$ cat src/rtl/mips_pkg.sv
// Shared definitions for the MIPS fetch slice: default datapath widths,
// fetch FSM state type and the NOP instruction word.
package mips_pkg;

  localparam int unsigned DEF_DATA_W = 32;
  localparam int unsigned DEF_ADDR_W = 32;

  localparam logic [31:0] NOP_INST = 32'h0000_0000;

  typedef enum logic [1:0] {
    S_IDLE = 2'd0,
    S_REQ  = 2'd1,
    S_WAIT = 2'd2,
    S_DROP = 2'd3
  } fetch_state_e;

endpackage

$ cat src/rtl/if_fifo.sv
// Synchronous FIFO holding fetched {pc, instruction} entries toward decode.
// Ports:
//   i_clk, i_rst      clock, synchronous active-high reset
//   i_push/i_push_data write an entry (accepted when not full, or full with pop)
//   i_pop             remove head entry (ignored when empty)
//   i_flush           empty the FIFO; overrides push and pop that cycle
//   o_head            head entry (meaningful when !o_empty)
//   o_count           number of stored entries
//   o_full, o_empty   status flags
module if_fifo #(
  parameter int unsigned WIDTH = 64,
  parameter int unsigned DEPTH = 2
) (
  input  logic                         i_clk,
  input  logic                         i_rst,
  input  logic                         i_push,
  input  logic [WIDTH-1:0]             i_push_data,
  input  logic                         i_pop,
  input  logic                         i_flush,
  output logic [WIDTH-1:0]             o_head,
  output logic [$clog2(DEPTH):0]       o_count,
  output logic                         o_full,
  output logic                         o_empty
);

  localparam int unsigned PTR_W = $clog2(DEPTH);
  localparam int unsigned CNT_W = $clog2(DEPTH) + 1;

  logic [WIDTH-1:0] mem_q [DEPTH];
  logic [WIDTH-1:0] mem_d [DEPTH];
  logic [PTR_W-1:0] wr_ptr_q, wr_ptr_d;
  logic [PTR_W-1:0] rd_ptr_q, rd_ptr_d;
  logic [CNT_W-1:0] count_q, count_d;
  logic             push_ok, pop_ok;

  assign o_empty = (count_q == '0);
  assign o_full  = (count_q == CNT_W'(DEPTH));
  assign o_count = count_q;
  assign o_head  = mem_q[rd_ptr_q];

  // A pop in the same cycle frees the slot, so a full FIFO can still accept.
  assign pop_ok  = i_pop && !o_empty;
  assign push_ok = i_push && (!o_full || pop_ok);

  always_comb begin
    mem_d    = mem_q;
    wr_ptr_d = wr_ptr_q;
    rd_ptr_d = rd_ptr_q;
    count_d  = count_q;
    if (i_flush) begin
      wr_ptr_d = '0;
      rd_ptr_d = '0;
      count_d  = '0;
    end else begin
      if (push_ok) begin
        mem_d[wr_ptr_q] = i_push_data;
        wr_ptr_d        = wr_ptr_q + PTR_W'(1);
      end
      if (pop_ok) begin
        rd_ptr_d = rd_ptr_q + PTR_W'(1);
      end
      count_d = count_q + CNT_W'(push_ok) - CNT_W'(pop_ok);
    end
  end

  always_ff @(posedge i_clk) begin
    if (i_rst) begin
      wr_ptr_q <= '0;
      rd_ptr_q <= '0;
      count_q  <= '0;
    end else begin
      wr_ptr_q <= wr_ptr_d;
      rd_ptr_q <= rd_ptr_d;
      count_q  <= count_d;
    end
    mem_q <= mem_d;
  end

endmodule

$ cat src/rtl/if_fetch.sv
// Instruction fetch stage: issues one word-addressed request at a time to
// instruction memory (req/gnt + rvalid), buffers returned words tagged with
// their PC, and stalls the PC register until a fetch is granted.
// Ports:
//   i_clk, i_rst                 clock, synchronous active-high reset
//   i_pc / o_pc_stall            PC in; hold request back to PC register
//   i_flush                      redirect: drop buffered and in-flight fetches
//   o_imem_req/o_imem_addr       memory request and address (= i_pc)
//   i_imem_gnt                   request accepted
//   i_imem_rvalid/i_imem_rdata   returned instruction
//   o_inst_valid/o_inst/o_inst_pc  FIFO head toward decode
//   i_inst_ready                 decode consumes head
module if_fetch
  import mips_pkg::*;
#(
  parameter int unsigned DATA_W = DEF_DATA_W,
  parameter int unsigned ADDR_W = DEF_ADDR_W,
  parameter int unsigned DEPTH  = 2
) (
  input  logic              i_clk,
  input  logic              i_rst,
  input  logic [ADDR_W-1:0] i_pc,
  output logic              o_pc_stall,
  input  logic              i_flush,
  output logic              o_imem_req,
  output logic [ADDR_W-1:0] o_imem_addr,
  input  logic              i_imem_gnt,
  input  logic              i_imem_rvalid,
  input  logic [DATA_W-1:0] i_imem_rdata,
  output logic              o_inst_valid,
  output logic [DATA_W-1:0] o_inst,
  output logic [ADDR_W-1:0] o_inst_pc,
  input  logic              i_inst_ready
);

  localparam int unsigned CNT_W = $clog2(DEPTH) + 1;
  localparam int unsigned ENT_W = ADDR_W + DATA_W;

  fetch_state_e      state_q, state_d;
  logic [ADDR_W-1:0] pend_pc_q, pend_pc_d;

  logic              fifo_push, fifo_pop, fifo_full, fifo_empty;
  logic [CNT_W-1:0]  fifo_count, count_after;
  logic [ENT_W-1:0]  fifo_head;

  assign fifo_pop     = !fifo_empty && i_inst_ready;
  assign o_inst_valid = !fifo_empty;
  assign o_inst_pc    = fifo_head[ENT_W-1:DATA_W];
  assign o_inst       = fifo_empty ? DATA_W'(NOP_INST) : fifo_head[DATA_W-1:0];
  assign o_imem_addr  = i_pc;
  assign o_pc_stall   = !(o_imem_req && i_imem_gnt);

  always_comb begin
    state_d     = state_q;
    pend_pc_d   = pend_pc_q;
    o_imem_req  = 1'b0;
    fifo_push   = 1'b0;
    count_after = fifo_count;
    case (state_q)
      S_IDLE: begin
        if (!fifo_full && !i_flush) state_d = S_REQ;
      end
      S_REQ: begin
        o_imem_req = 1'b1;
        if (i_imem_gnt) begin
          pend_pc_d = i_pc;
          state_d   = i_flush ? S_DROP : S_WAIT;
        end else if (i_flush) begin
          state_d = S_IDLE;
        end
      end
      S_WAIT: begin
        if (i_flush) begin
          // Response already here is dropped now; otherwise it is drained in S_DROP.
          state_d = i_imem_rvalid ? S_IDLE : S_DROP;
        end else if (i_imem_rvalid) begin
          fifo_push   = 1'b1;
          count_after = fifo_count + CNT_W'(1) - CNT_W'(fifo_pop);
          state_d     = (count_after < CNT_W'(DEPTH)) ? S_REQ : S_IDLE;
        end
      end
      S_DROP: begin
        if (i_imem_rvalid) state_d = S_IDLE;
      end
      default: state_d = S_IDLE;
    endcase
  end

  always_ff @(posedge i_clk) begin
    if (i_rst) begin
      state_q   <= S_IDLE;
      pend_pc_q <= '0;
    end else begin
      state_q   <= state_d;
      pend_pc_q <= pend_pc_d;
    end
  end

  if_fifo #(
    .WIDTH (ENT_W),
    .DEPTH (DEPTH)
  ) u_fifo (
    .i_clk       (i_clk),
    .i_rst       (i_rst),
    .i_push      (fifo_push),
    .i_push_data ({pend_pc_q, i_imem_rdata}),
    .i_pop       (fifo_pop),
    .i_flush     (i_flush),
    .o_head      (fifo_head),
    .o_count     (fifo_count),
    .o_full      (fifo_full),
    .o_empty     (fifo_empty)
  );

endmodule

$ cat config.mk
export PLATFORM = sky130hd
export DESIGN_NAME = if_fetch
export DESIGN_NICKNAME = d
export VERILOG_FILES = /design/src/rtl/mips_pkg.sv /design/src/rtl/if_fifo.sv /design/src/rtl/if_fetch.sv
export SDC_FILE = /design/constraint.sdc
export NUM_CORES = 1
export LEC_CHECK = 0
export ABC_AREA = 1
export BUFFER_PORTS_ARGS = -buffer_cell sky130_fd_sc_hd__buf_2
export CORE_AREA = 8 8 132 146
export CTS_BUF_LIST = sky130_fd_sc_hd__clkbuf_16
export CTS_CLUSTER_SIZE = 12
export DETAILED_ROUTE_END_ITERATION = 7
export DIE_AREA = 0 0 140 154
export GPL_TIMING_DRIVEN = 0
export PLACE_DENSITY = 0.68
export SYNTH_ARGS = -nofsm -noshare
export SYNTH_HDL_FRONTEND = slang
export SYNTH_SLANG_ARGS = --single-unit
$ cat constraint.sdc
create_clock -name i_clk -period 4 [get_ports i_clk]
set_input_delay 0 -clock i_clk [delete_from_list [all_inputs] [get_ports i_clk]]
set_output_delay 0 -clock i_clk [all_outputs]
set_load 0.05 [all_outputs]
==> results.toml <==
[final_layout]
fin_util = 0.534
multiInputGateArea_sq_um = 1490
n_fill_cell = 1432
seqCellArea_sq_um = 4600
synthToLayoutAreaGrowth_pct = 36.4
stdcell_area_sq_um = 8960
nets = 919
final_layout_size_suffix_gt1_frac = 0.297
antenna_cells = 0

[clock_tree]
h-tree-depth = 4
ctsHoldBuffers = 69
clk_latency_ns = 0.41
clk_pin_slew_ns = 0.06
cts_num_sinks = 166
clockBufferDepth = 2
cts_resized = 0
cts_tree = "built"
cts_buffers = 17
clockRootBuffer = "clkbuf_16"
post_cts_buffers = 0

[floorplan]
die_h_um = 154
start_util = 0.392
core-area_sq_um = 16800
dieArea_sq_um = 21600
dieWidth_um = 140
ios = 169
num_rows = 50

[logic_synthesis]
ys_seq_elements = 166
synth_edf_count = 128
synthCells = 590
synthArstFlopShare = 0
yosys_most_used_dff = "edfxtp_1"
ys_top_cells_by_area = "edfxtp_1, nand2_1, dfxtp_1, a21oi_1, buf_4"
yosysUniqueCellTypes = 24
ys_seq_area_frac = 0.701
yosysWarnings = 0
syn_area_per_cell_sq_um = 11.1
synthesis.nets = 663
yosysMostFrequentCell = "nand2_1"
synthTopCellsByCount = "nand2_1, edfxtp_1, a21oi_1, dfxtp_1, nand3_1"
synth_area_sq_um = 6570
synth_area_leader_cell = "edfxtp_1"
yosys.area.top_type_share = 0.585

[global_route]
grt_pass1_wl_um = 25600
antenna_found_initial = 0
grt_pass1_vias = 5090
grt_use_total = 0.153
overflow = 0
grt_max_degree = 65

[critical_path]
critPathKind = "flip-flop to flip-flop"
cp_max_fo = 8
worst_path_max_delay_cell = "dlygate4sd3_1"
required_ns = 4.36
cp.arrival_ns = 2.49
critPathLaunchType = "flip-flop"
timing.critical_path.mode_cell = "dlygate4sd3_1"
worstSetupEndpointType = "flip-flop"
cpPeakStageDelay_ns = 0.57
path_cells = "inv_2 > nor2_4 > nand3_1 > dlygate4sd3_1 > a21oi_1 > dlygate4sd3_1"

[sta]
skew_ns = 0.00818
max_freq_mhz = 468
hold_viol = 0
slew-limit-headroom = 0.428
worstMarginPinSlew_ns = 0.858
slew_viol_final = 0
fin_crit_sh = 0.534
layout_min_cycle_time_ns = 2.14
finalSetupViolCount = 0
rsz0062_at_grt = "no"

[route]
vias = 4956
first_pass_iters = 4
ant_nets = 0
avgRoutedWirePerCell_um = 15.2
drtIter0Drc = 218
routed_wl_um = 16200
drc = 0
via_per_inst = 4.64

[placement]
hpwl_um = 10300
place_congestion = 0.737
numPortBuffers = 166
placed_cell_area_sq_um = 7720

[hold_path]
hp-class = "input pin to flip-flop"

[power]
leakage_nw = 3.76
power_density_nw_per_um2 = 459
peakVddDrop_v = 0.000304

[status]
run_status = "finished clean"

[job]
drv_cap = 0
## layout by cell type, fill, tap and decap left out, types with 4 or more instances in the layout
cell,n
clkbuf_1,11
inv_1,15
edfxtp_1,128
buf_6,6
dlygate4sd3_1,69
a21oi_1,66
buf_4,32
clkinv_1,4
clkbuf_16,19
dfxtp_1,38
nand2_1,214
buf_2,178
nor2_1,14
nand3_1,36
## area by class of cell
class	instances	share of cell area
sequential	166	0.514
inverter	17	0.00740
buffer	63	0.0471
timing repair buffer	237	0.175
clock inverter	13	0.00852
clock buffer	19	0.0531
multi-input combinational	344	0.166
tap	208	0.0290
## metal layers
metal / wire, um / global-route usage / up-vias
met2: 8490 / 0.279 / 131
li1: - / - / 2481
met3: 821 / 0.0471 / 15
met4: 196 / 0.0543 / 0
met1: 6660 / 0.162 / 2329
met5: 0 / 0 / -
## critical path: cells and delay by family (launching register included)
kind            cells  cell delay (ns)
buf+inv             3             1.21
flops               1             0.38
simple gates        2             0.37
compound gates      1             0.13
## worst paths after layout
path / start / endpoint / slack, ns / depth (start not counted)
worst max register to register: state_q[0]$_SDFFE_PP0P_ / pend_pc_q[1]$_SDFFE_PP0P_ / 1.86 / 6
worst min-delay path: i_rst / state_q[1]$_SDFFE_PP0P_ / 0.05 / 4
worst min register to register: pend_pc_q[11]$_SDFFE_PP0P_ / u_fifo.mem_q[107]$_DFFE_PP_ / 0.45 / 0
worst max-delay path: state_q[0]$_SDFFE_PP0P_ / pend_pc_q[1]$_SDFFE_PP0P_ / 1.86 / 6
## cell families after synthesis
group,share of synthesized area
flip-flops,0.701
AO/OA/AOI/OAI,0.0518
buffers and inverters,0.0739
adder cells (fa/ha/maj),0.00571
AND/OR/NAND/NOR,0.166
XOR/XNOR,0.00133
## sequential cells by signal (all words and copies together) (netlist names)
signal           count
u_fifo.mem_q       128
pend_pc_q           32
state_q              2
u_fifo.o_count       2
u_fifo.rd_ptr_q      1
u_fifo.wr_ptr_q      1
## where the power goes
part,switching [W],internal (W)
Combinational,0.000410,0.000228
Clock,0.000633,0.000858
Sequential,0.0000409,0.00195
## stage by stage
step | std cells | hold WS, ns | power, W | setup TNS (ns) | setup slack (ns)
3_3_place_gp | 964 | 0.187 | 0.00260 | -99.87 | -1.56
2_1_floorplan | 590 | 0.0989 | 0.00244 | 0 | 0.155
5_1_grt | 1067 | 0.0562 | 0.00429 | 0 | 1.70
3_5_place_dp | 966 | 0.192 | 0.00261 | 0 | 1.89
6_report | 1067 | 0.0472 | 0.00412 | 0 | 1.86
4_1_cts | 1067 | 0.0375 | 0.00416 | 0 | 1.87
Power figures use the tool's default switching activity.
